--- src/rtl/mau_pkg.sv ---
// Shared MAU types: packed float format and the adder-arbiter FSM states.
package mau_pkg;

  localparam int unsigned MAU_EXP_W   = 5;
  localparam int unsigned MAU_MAN_W   = 18;
  localparam int unsigned MAU_FLOAT_W = 1 + MAU_EXP_W + MAU_MAN_W;

  typedef struct packed {
    logic                 sign;
    logic [MAU_EXP_W-1:0] exponent;
    logic [MAU_MAN_W-1:0] mantissa;
  } mau_float_t;

  typedef enum logic [1:0] {
    ARB_IDLE  = 2'd0,
    ARB_START = 2'd1,
    ARB_WAIT  = 2'd2,
    ARB_RESP  = 2'd3
  } mau_arb_state_e;

endpackage

--- src/rtl/mau_rr_arbiter.sv ---
// Combinational round-robin grant: first valid requester at or after the pointer wins.
module mau_rr_arbiter #(
  parameter int unsigned N_REQ = 4,
  parameter int unsigned ID_W  = $clog2(N_REQ)
) (
  input  logic [N_REQ-1:0] i_req_valid,
  input  logic [ID_W-1:0]  i_ptr,
  output logic [N_REQ-1:0] o_grant_c,
  output logic [ID_W-1:0]  o_grant_id_c,
  output logic             o_any_c
);

  always_comb begin
    o_grant_c    = '0;
    o_grant_id_c = '0;
    o_any_c      = 1'b0;
    for (int unsigned k = 0; k < N_REQ; k++) begin
      int unsigned w_idx;
      w_idx = (32'(i_ptr) + k) % N_REQ;
      if (!o_any_c && i_req_valid[ID_W'(w_idx)]) begin
        o_any_c                   = 1'b1;
        o_grant_c[ID_W'(w_idx)]   = 1'b1;
        o_grant_id_c              = ID_W'(w_idx);
      end
    end
  end

endmodule

--- src/rtl/mau_add_arbiter.sv ---
// Shares one MAU adder between N_REQ requesters: grant, start, wait fixed latency, respond.
module mau_add_arbiter
  import mau_pkg::*;
#(
  parameter int unsigned N_REQ       = 4,
  parameter int unsigned ADD_LATENCY = 4,
  parameter int unsigned ID_W        = $clog2(N_REQ)
) (
  input  logic                  clk,
  input  logic                  reset,
  input  logic [N_REQ-1:0]      req_valid,
  output logic [N_REQ-1:0]      req_ready,
  input  mau_float_t [N_REQ-1:0] req_a,
  input  mau_float_t [N_REQ-1:0] req_b,
  output logic [N_REQ-1:0]      rsp_valid,
  input  logic [N_REQ-1:0]      rsp_ready,
  output mau_float_t            rsp_c,
  output logic                  add_start,
  output logic                  add_a_sign,
  output logic [MAU_EXP_W-1:0]  add_a_exponent,
  output logic [MAU_MAN_W-1:0]  add_a_mantissa,
  output logic                  add_b_sign,
  output logic [MAU_EXP_W-1:0]  add_b_exponent,
  output logic [MAU_MAN_W-1:0]  add_b_mantissa,
  input  logic                  add_c_sign,
  input  logic [MAU_EXP_W-1:0]  add_c_exponent,
  input  logic [MAU_MAN_W-1:0]  add_c_mantissa,
  output logic                  busy
);

  localparam int unsigned     CNT_W    = (ADD_LATENCY > 1) ? $clog2(ADD_LATENCY) : 1;
  localparam logic [CNT_W-1:0] CNT_LOAD = CNT_W'(ADD_LATENCY - 1);
  localparam logic [ID_W-1:0]  ID_LAST  = ID_W'(N_REQ - 1);

  mau_arb_state_e   r_state, w_state_nxt;
  logic [ID_W-1:0]  r_ptr, r_id;
  logic [CNT_W-1:0] r_cnt;
  mau_float_t       r_a, r_b, r_c;
  logic             r_add_start, r_busy;
  logic [N_REQ-1:0] r_rsp_valid;

  logic [N_REQ-1:0] w_grant, w_rsp_oh;
  logic [ID_W-1:0]  w_grant_id;
  logic             w_any, w_accept;

  mau_rr_arbiter #(.N_REQ(N_REQ), .ID_W(ID_W)) u_rr (
    .i_req_valid (req_valid),
    .i_ptr       (r_ptr),
    .o_grant_c   (w_grant),
    .o_grant_id_c(w_grant_id),
    .o_any_c     (w_any)
  );

  always_ff @(posedge clk) begin
    if (reset) r_state <= ARB_IDLE;
    else       r_state <= w_state_nxt;
  end

  // Next state; req_ready is offered only while idle.
  always_comb begin
    w_state_nxt        = r_state;
    w_accept           = 1'b0;
    req_ready          = '0;
    w_rsp_oh           = '0;
    w_rsp_oh[r_id]     = 1'b1;
    case (r_state)
      ARB_IDLE: begin
        req_ready = w_grant;
        if (w_any) begin
          w_accept    = 1'b1;
          w_state_nxt = ARB_START;
        end
      end
      ARB_START: w_state_nxt = ARB_WAIT;
      ARB_WAIT:  if (r_cnt == '0) w_state_nxt = ARB_RESP;
      ARB_RESP:  if (rsp_ready[r_id]) w_state_nxt = ARB_IDLE;
      default:   w_state_nxt = ARB_IDLE;
    endcase
  end

  // Datapath plus outputs registered from the next state.
  always_ff @(posedge clk) begin
    if (reset) begin
      r_ptr       <= '0;
      r_id        <= '0;
      r_cnt       <= '0;
      r_a         <= '0;
      r_b         <= '0;
      r_c         <= '0;
      r_add_start <= 1'b0;
      r_busy      <= 1'b0;
      r_rsp_valid <= '0;
    end else begin
      if (w_accept) begin
        r_id  <= w_grant_id;
        r_a   <= req_a[w_grant_id];
        r_b   <= req_b[w_grant_id];
        r_ptr <= (w_grant_id == ID_LAST) ? '0 : w_grant_id + ID_W'(1);
      end
      if (r_state == ARB_START)                       r_cnt <= CNT_LOAD;
      else if (r_state == ARB_WAIT && r_cnt != '0)    r_cnt <= r_cnt - CNT_W'(1);
      if (r_state == ARB_WAIT && r_cnt == '0)
        r_c <= '{sign: add_c_sign, exponent: add_c_exponent, mantissa: add_c_mantissa};
      r_add_start <= (w_state_nxt == ARB_START);
      r_busy      <= (w_state_nxt != ARB_IDLE);
      r_rsp_valid <= (w_state_nxt == ARB_RESP) ? w_rsp_oh : '0;
    end
  end

  assign add_start      = r_add_start;
  assign busy           = r_busy;
  assign rsp_valid      = r_rsp_valid;
  assign rsp_c          = r_c;
  assign add_a_sign     = r_a.sign;
  assign add_a_exponent = r_a.exponent;
  assign add_a_mantissa = r_a.mantissa;
  assign add_b_sign     = r_b.sign;
  assign add_b_exponent = r_b.exponent;
  assign add_b_mantissa = r_b.mantissa;

endmodule

--- config.mk ---
export PLATFORM = sky130hd
export DESIGN_NAME = mau_add_arbiter
export DESIGN_NICKNAME = d
export VERILOG_FILES = /design/src/rtl/mau_pkg.sv /design/src/rtl/mau_rr_arbiter.sv /design/src/rtl/mau_add_arbiter.sv
export SDC_FILE = /design/constraint.sdc
export NUM_CORES = 1
export LEC_CHECK = 0
export BUFFER_PORTS_ARGS = -buffer_cell sky130_fd_sc_hd__buf_2
export CAP_MARGIN = 5
export CORE_AREA = 4 4 118 120
export CTS_CLUSTER_SIZE = 40
export DETAILED_ROUTE_END_ITERATION = 10
export DIE_AREA = 0 0 122 124
export PLACE_DENSITY = 0.69
export SLEW_MARGIN = 40
export SYNTH_ARGS = -nofsm -noshare
export SYNTH_HDL_FRONTEND = slang
export SYNTH_HIERARCHICAL = 1
export SYNTH_SLANG_ARGS = --single-unit
--- constraint.sdc ---
create_clock -name clk -period 5.3 [get_ports clk]
set_clock_uncertainty 0.15 [all_clocks]
set_input_delay 0.795 -clock clk [delete_from_list [all_inputs] [get_ports clk]]
set_output_delay 0.795 -clock clk [all_outputs]
set_load 0.005 [all_outputs]
==> results.cfg, run 1 <==
[status]
outcome = finished, final reports clean

[clocking]
cts-resized-gates = 0
cts_buffers = 9
h-tree-depth = 3
cts_tree = done
post_cts.repair.setup_buffers = 0
cts-root-buf = clkbuf_16
cts.sinks = 86
hold_buffers = 0
insertion_delay_ns = 0.34
clock_path_buffers = 2
path_clk_slew_ns = 0.06

[sta]
period_needed_ns = 3.92
tns_ns = 0
hold_violations = 0
finalMaxSlewViolations = 0
fin_crit_sh_pct = 74.0
relSlewSlack_pct = 55.7
finalSetupViolations = 0
worst_slew_pin_slew_ns = 0.665
clock.fmax_ghz = 0.255
worst_slack_ns = 1.38
rsz0062_at_grt = no

[logic_synthesis]
synth_cells = 385
syn_area_mm2 = 0.00447
synth_most_common_cell = dfxtp_1
synth_fa_ha_area_share_pct = 1.96
synthTopCellsByArea = dfxtp_1 38%, mux4_2 25%, a22o_1 9.4%
seq_area_frac_synth_pct = 38.5
muxShareOfSynthArea_pct = 28.6
synth_edf_count = 0
ys_types = 39
synth_xor_xnor_area_share_pct = 0
netlist_top_cells_count = 86 x dfxtp_1, 52 x nand2_1, 50 x mux4_2
synth_top_family_by_area = multiplexers
synth_top_area_share_pct = 38.5
syn_nets = 618
yosys_warnings = 6
synth-simple-area-share_pct = 9.56
synth-compound-area-share_pct = 16.4
synth-seq-cells = 86
yosys.area.top_type = dfxtp_1
synthArstFlopShare_pct = 0
syn_avg_cell_area_um2 = 11.6
synthFlopType = dfxtp_1

[place]
pre_cts_ws_ns = 1.38
io_buffer_count = 307
dp_hpwl_mm = 11.8
gp_congestion = 0.810

[floorplanning]
io_pins = 308
fp.dieH_um = 124
fp.dieW_um = 122
core_area_mm2 = 0.0130
rows = 42
initial_utilization_pct = 34.5
dieArea_mm2 = 0.0151

[worst_hold_path]
hold_depth = 2
min_path_type = register to register

[drt]
drt-wirelength-per-cell_um = 17.5
post-route-drc-count = 0
drt_wl_total_mm = 15.0
antenna_left = 0
drtIter0Drc = 240
first_pass_iters = 4
vias = 4399
vias_per_cell = 5.15

[critical_path]
reg2reg_depth = 9
setup.worst_path.end_class = register
worstPathMaxFanout = 34
arrival_ns = 4.00
worstSetupPathType = register to register
startpoint_type = register
required_ns = 5.38

[cells_and_area]
fillers = 1183
drive_gt1_share_pct = 57.2
nets = 905
area_growth_pct = 44.2
fin_util_pct = 49.7

[grt]
grt_max_degree = 52
grt_usage_pct = 18.7
antenna_found_initial = 0
grt_pass1_wl_mm = 21.9
gr-total-overflow = 0
grt_pass1_vias = 4364

[pwr]
peakVddDrop_uv = 332
p_leak_nw = 3.02
p_per_area_mw_per_mm2 = 586

[run]
maxCapViolations = 0
[state kept, by name, summed over array words and instances (netlist names)]
name            flops
add_a_exponent      5
add_a_sign          1
add_a_mantissa     18
add_b_mantissa     18
r_ptr               2
r_state             2
r_cnt               2
r_id                2
add_b_exponent      5
busy                1
rsp_valid           4
add_start           1
rsp_c              24
add_b_sign          1
[per-layer routing]
metal	global-route usage (%)	part of all wire [%]	wire length [um]
met5	0	0	0
met4	7.42	2.0	301
met3	4.50	7.6	1140
met2	31.8	51	7710
met1	22.9	39	5830
[layout make-up]
type / instances / area, um2 / share of cell area [%]
well taps: 176 / 220 / 3.41
flip-flops and latches: 86 / 1720 / 26.7
clock buffers: 10 / 229 / 3.55
multi-input cells: 257 / 2550 / 39.6
clock inverters: 6 / 86.3 / 1.34
diodes: 1 / 2.50 / 0.0388
inverters: 6 / 22.5 / 0.349
repair buffers: 312 / 1610 / 25.0
[cells in the final DEF, fill, tap and decap left out, drive strengths merged, types with 2 or more instances in the layout]
cell type,instances
nand2,52
clkinv,3
nor3,2
nand2b,2
a211oi,2
nor4b,3
dfxtp,86
o21ai,8
a22oi,9
bufinv,2
a21oi,27
nand3b,2
and2b,2
buf,312
clkbuf,10
mux4,52
a22o,48
nor4,2
inv,6
nor2b,2
mux2i,9
and2,5
ha,7
nor2,12
[path summary, 6_finish.rpt]
path	from	endpoint	slack (ns)
hold / removal	rsp_c[2]	rsp_c[2]	0.30
hold reg to reg	rsp_c[2]	rsp_c[2]	0.30
setup reg to reg	r_ptr[0]	add_b_mantissa[13]	1.38
setup / recovery	r_ptr[0]	add_b_mantissa[13]	1.38
[power by group]
| part | internal [mW] | switching [mW] | total, mW | leakage, nW |
|---|---|---|---|---|
| registers | 0.878 | 0.167 | 1.04 | 0.706 |
| logic | 1.13 | 0.935 | 2.07 | 2.16 |
| clock network | 0.412 | 0.259 | 0.671 | 0.152 |
| total | 2.42 | 1.36 | 3.78 | 3.02 |
[critical path: stages, from the launching register on]
cell	delay (ns)
dfxtp_1	0.72
inv_1	0.14
ha_1	0.39
mux4_2	0.44
nand2b_1	0.20
o221ai_1	0.17
a32o_2	0.49
buf_4	0.50
mux4_2	0.38
a22o_1	0.20
[logic make-up after synthesis]
| group | Yosys count |
|---|---|
| compound gates | 101 |
| fa+ha+maj | 7 |
| buf+inv | 42 |
| flops | 86 |
| mux | 62 |
| simple gates | 87 |
[per-stage QoR]
step	area [um2]	hold WS, ns	std cells	power (mW)
after global routing	6450	0.320	853	4.05
final	6450	0.302	854	3.78
after detailed placement	6120	0.294	836	3.14
after global placement	6080	0.289	834	3.05
after CTS	6440	0.303	852	3.83
after floorplan	4470	0.303	385	2.57
No activity file was read; power rests on OpenSTA's default activity.
==> inputs of run 2 (changes only) <==
==> constraint.sdc (replaced) <==
create_clock -name clk -period 4.1 [get_ports clk]
set_clock_uncertainty 0.15 [all_clocks]
set_input_delay 0.615 -clock clk [delete_from_list [all_inputs] [get_ports clk]]
set_output_delay 0.615 -clock clk [all_outputs]
set_load 0.005 [all_outputs]
==> results.cfg, run 2 (synthesized netlist as in run 1, its figures left out) <==
[floorplanning]
io_pins = 308
core_area_mm2 = 0.0130
fp.dieW_um = 122
initial_utilization_pct = 34.5
dieArea_mm2 = 0.0151
fp.dieH_um = 124
rows = 42

[grt]
grt_max_degree = 52
grt_usage_pct = 18.3
gr-total-overflow = 0
antenna_found_initial = 1
grt_pass1_vias = 4362
grt_pass1_wl_mm = 22.0

[cells_and_area]
fin_area_mm2 = 0.00650
fillers = 1195
antenna_cells = 0
final_cell_mix = 307 x buf_2, 86 x dfxtp_1, 52 x nand2_1
nets = 906
largest_reg_flops = 24
drive_gt1_share_pct = 57.4
area_growth_pct = 45.2
final_common_cell = buf_2
fin_util_pct = 50.1

[sta]
tns_ns = 0
worst_slew_pin_slew_ns = 0.668
clock.fmax_ghz = 0.280
rsz0062_at_grt = no
hold_violations = 0
fin_crit_sh_pct = 87.1
relSlewSlack_pct = 55.5
finalMaxSlewViolations = 0
finalSetupViolations = 0
period_needed_ns = 3.57

[clocking]
cts_buffers = 9
hold_buffers = 0
cts-root-buf = clkbuf_16
post_cts.repair.setup_buffers = 0
cts-resized-gates = 0
cts_tree = done
path_clk_slew_ns = 0.07
clock_path_buffers = 2
cts.sinks = 86
h-tree-depth = 3
insertion_delay_ns = 0.33

[pwr]
peakVddDrop_uv = 498
p_leak_nw = 3.05
p_per_area_mw_per_mm2 = 767

[critical_path]
r2r_start = r_ptr[1]
setup.worst_path.end_class = register
required_ns = 4.18
worstPathMaxFanout = 33
reg2reg_slack_ns = 0.53
startpoint_type = register
reg2reg_depth = 8
arrival_ns = 3.65
r2r-end = add_a_sign
worstSetupPathType = register to register

[place]
place_area_mm2 = 0.00615
dp_hpwl_mm = 12.1
io_buffer_count = 307
gp_congestion = 0.743

[drt]
drt-wirelength-per-cell_um = 17.7
drt_wl_total_mm = 15.1
drtIter0Drc = 181
first_pass_iters = 5
vias_per_cell = 5.19
antenna_left = 0
post-route-drc-count = 0
vias = 4434

[worst_hold_path]
min_path_type = register to register
hold_depth = 2
min_to = rsp_c[11]
min_from = rsp_c[11]

[run]
maxCapViolations = 0

[status]
outcome = finished, final reports clean
[run 2: where the power goes]
group	internal (mW)	switching (mW)
sequential	1.13	0.192
combinational	1.49	1.25
clock	0.586	0.335
[run 2: cell type report]
type / count / area (um2) / share of cell area [%]
timing repair buffer: 313 / 1640 / 25.2
multi-input combinational: 257 / 2550 / 39.3
inverter: 6 / 22.5 / 0.347
clock inverter: 4 / 77.6 / 1.19
clock buffer: 12 / 267 / 4.10
sequential: 86 / 1720 / 26.5
tap: 176 / 220 / 3.39
[run 2: metrics by stage]
step                      setup slack [ns]  total power [mW]  instances  hold WS (ns)
after CTS                            0.538              5.05        854         0.307
final                                0.527              4.98        854         0.307
after global placement               0.715              4.00        837         0.291
after detailed placement             0.543              4.11        838         0.297
after floorplan                      0.830              3.32        385         0.303
after global routing                 0.326              5.31        854         0.319
[run 2: critical path: stages, from the launching register on]
cell     delay [ns]
dfxtp_1        0.52
inv_1          0.15
ha_1           0.37
mux4_2         0.43
nor3_1         0.34
a32o_2         0.66
buf_12         0.29
mux4_2         0.34
a22o_1         0.19
[run 2: routing by layer]
metal / GRT usage, % / vias to the layer above / part of all wire [%] / wire length [um]
met2: 32.7 / 179 / 54 / 8110
li1: - / 2062 / - / -
met5: 0 / - / 0.086 / 13
met3: 5.31 / 14 / 7.4 / 1110
met1: 21.6 / 2177 / 38 / 5670
met4: 5.18 / 2 / 1.3 / 198
[run 2: worst max path at each step]
| stage | end | depth (start not counted) | startpoint | slack, ns |
|---|---|---|---|---|
| 2_1_floorplan | add_a_exponent[3] | 12 | r_ptr[0] | 0.83 |
| 4_1_cts | add_a_sign | 8 | r_ptr[1] | 0.54 |
| 5_1_grt | add_b_exponent[0] | 8 | r_ptr[1] | 0.33 |
| 3_3_place_gp | add_b_exponent[0] | 7 | req_valid[3] | 0.72 |
| 6_report | add_a_sign | 8 | r_ptr[1] | 0.53 |
| 3_5_place_dp | add_a_sign | 8 | r_ptr[1] | 0.54 |
==> inputs of run 3 (changes only) <==
--- a/config.mk
+++ b/config.mk
@@ -11,7 +11,7 @@
 export CTS_CLUSTER_SIZE = 40
 export DETAILED_ROUTE_END_ITERATION = 10
 export DIE_AREA = 0 0 122 124
-export PLACE_DENSITY = 0.69
+export PLACE_DENSITY = 0.72
 export SLEW_MARGIN = 40
 export SYNTH_ARGS = -nofsm -noshare
 export SYNTH_HDL_FRONTEND = slang
==> results.cfg, run 3 (synthesized netlist as in run 1, its figures left out) <==
[critical_path]
arrival_ns = 2.78
worstSetupPathType = register to primary output
required_ns = 3.34
startpoint_type = register
worstPathMaxFanout = 10
setup.worst_path.end_class = primary output

[sta]
hold_violations = 0
whs_ns = 0.303
relSlewSlack_pct = 54.1
finalMaxSlewViolations = 0
rsz0062_at_grt = no
worst_slew_pin_slew_ns = 0.689
tns_ns = 0
clock.fmax_ghz = 0.282
period_needed_ns = 3.54
finalSetupViolations = 0
fin_crit_sh_pct = 86.4

[pwr]
combPwrFrac_pct = 55.4
p_sw_share_pct = 36.1
p_per_area_mw_per_mm2 = 760
p_int_mw = 3.13
p_switching_mw = 1.77
peakVddDrop_uv = 603
pwr-share-seq_pct = 27.4
p_leak_nw = 3.03
p_clk_share_pct = 17.2

[clocking]
h-tree-depth = 3
hold_buffers = 0
cts_tree = done
cts-root-buf = clkbuf_16
cts.sinks = 86
path_clk_slew_ns = 0.06
clock_path_buffers = 2
cts-resized-gates = 0
cts_buffers = 9
insertion_delay_ns = 0.33
post_cts.repair.setup_buffers = 0

[grt]
antenna_found_initial = 0
grt_max_degree = 51
grt_pass1_vias = 4173
grt_pass1_wl_mm = 21.0
grt_usage_pct = 17.7
gr-total-overflow = 0

[drt]
vias = 4431
routed.top_layer = met4
wl_met2_mm = 7.33
first_pass_iters = 5
met3_length_mm = 1.21
wl_met1_mm = 5.98
post-route-drc-count = 0
vias_per_cell = 5.18
drtIter0Drc = 310
drt_wl_total_mm = 14.8
drt-wirelength-per-cell_um = 17.3
antenna_left = 0

[floorplanning]
core_area_mm2 = 0.0130
dieArea_mm2 = 0.0151
initial_utilization_pct = 34.5
fp.dieW_um = 122
io_pins = 308
rows = 42
fp.dieH_um = 124

[place]
place_area_mm2 = 0.00612
dp_hpwl_mm = 11.8
io_buffer_count = 307
gp_congestion = 0.826

[cells_and_area]
drive_gt1_share_pct = 57.4
nets = 907
final_cell_mix = 307 x buf_2, 86 x dfxtp_1, 52 x nand2_1
fillers = 1179
fin_area_mm2 = 0.00645
antenna_cells = 0
final_common_cell = buf_2
largest_reg_flops = 24
area_growth_pct = 44.2

[worst_hold_path]
min_path_type = register to register

[status]
outcome = finished, final reports clean

[run]
maxCapViolations = 0
-- run 3: cell type report --
| type | instances | area [um2] | share of cell area [%] |
|---|---|---|---|
| Multi-Input combinational cell | 257 | 2550 | 39.6 |
| Tap cell | 176 | 220 | 3.41 |
| Inverter | 6 | 22.5 | 0.349 |
| Timing Repair Buffer | 314 | 1610 | 25.0 |
| Sequential cell | 86 | 1720 | 26.7 |
| Clock inverter | 5 | 63.8 | 0.989 |
| Clock buffer | 11 | 253 | 3.92 |
-- run 3: power by group through the flow --
stage | Combinational (mW) | Sequential, mW | Clock [mW]
floorplan | 2.00 | 1.32 | 0
global placement | 2.65 | 1.34 | 0
detailed placement | 2.74 | 1.35 | 0
CTS | 2.74 | 1.34 | 0.870
global route | 2.97 | 1.37 | 0.908
finish | 2.72 | 1.34 | 0.846
-- run 3: final timing paths --
check / from / endpoint / depth (start not counted) / slack, ns
max reg2reg: r_ptr[1] / add_a_exponent[3] / 9 / 0.59
min reg2reg: rsp_c[19] / rsp_c[19] / 2 / 0.30
min: rsp_c[19] / rsp_c[19] / 2 / 0.30
max: r_ptr[1] / req_ready[3] / 8 / 0.56
-- run 3: worst max-delay path: stages (launching register included) --
cell and delay (ns):
dfxtp_1 0.53, inv_1 0.16, ha_1 0.39, mux4_2 0.45, nor4b_4 0.42, a22oi_1 0.12, o21ai_0 0.12, and2_1 0.15
buf_2 0.11
-- run 3: stage by stage --
step / std cells / power, mW / setup WS [ns] / utilization, %
3_3_place_gp: 838 / 3.99 / 0.794 / 47.2
3_5_place_dp: 838 / 4.09 / 0.635 / 47.2
6_report: 855 / 4.90 / 0.557 / 49.7
2_1_floorplan: 385 / 3.32 / 0.830 / -
4_1_cts: 854 / 4.95 / 0.582 / 49.6
5_1_grt: 855 / 5.25 / 0.368 / 49.7
-- run 3: routing by layer --
layer	global-route usage, %	vias to the layer above
met5	0	-
met4	5.53	0
met3	4.13	20
met2	28.9	244
met1	23.3	2108
li1	-	2059
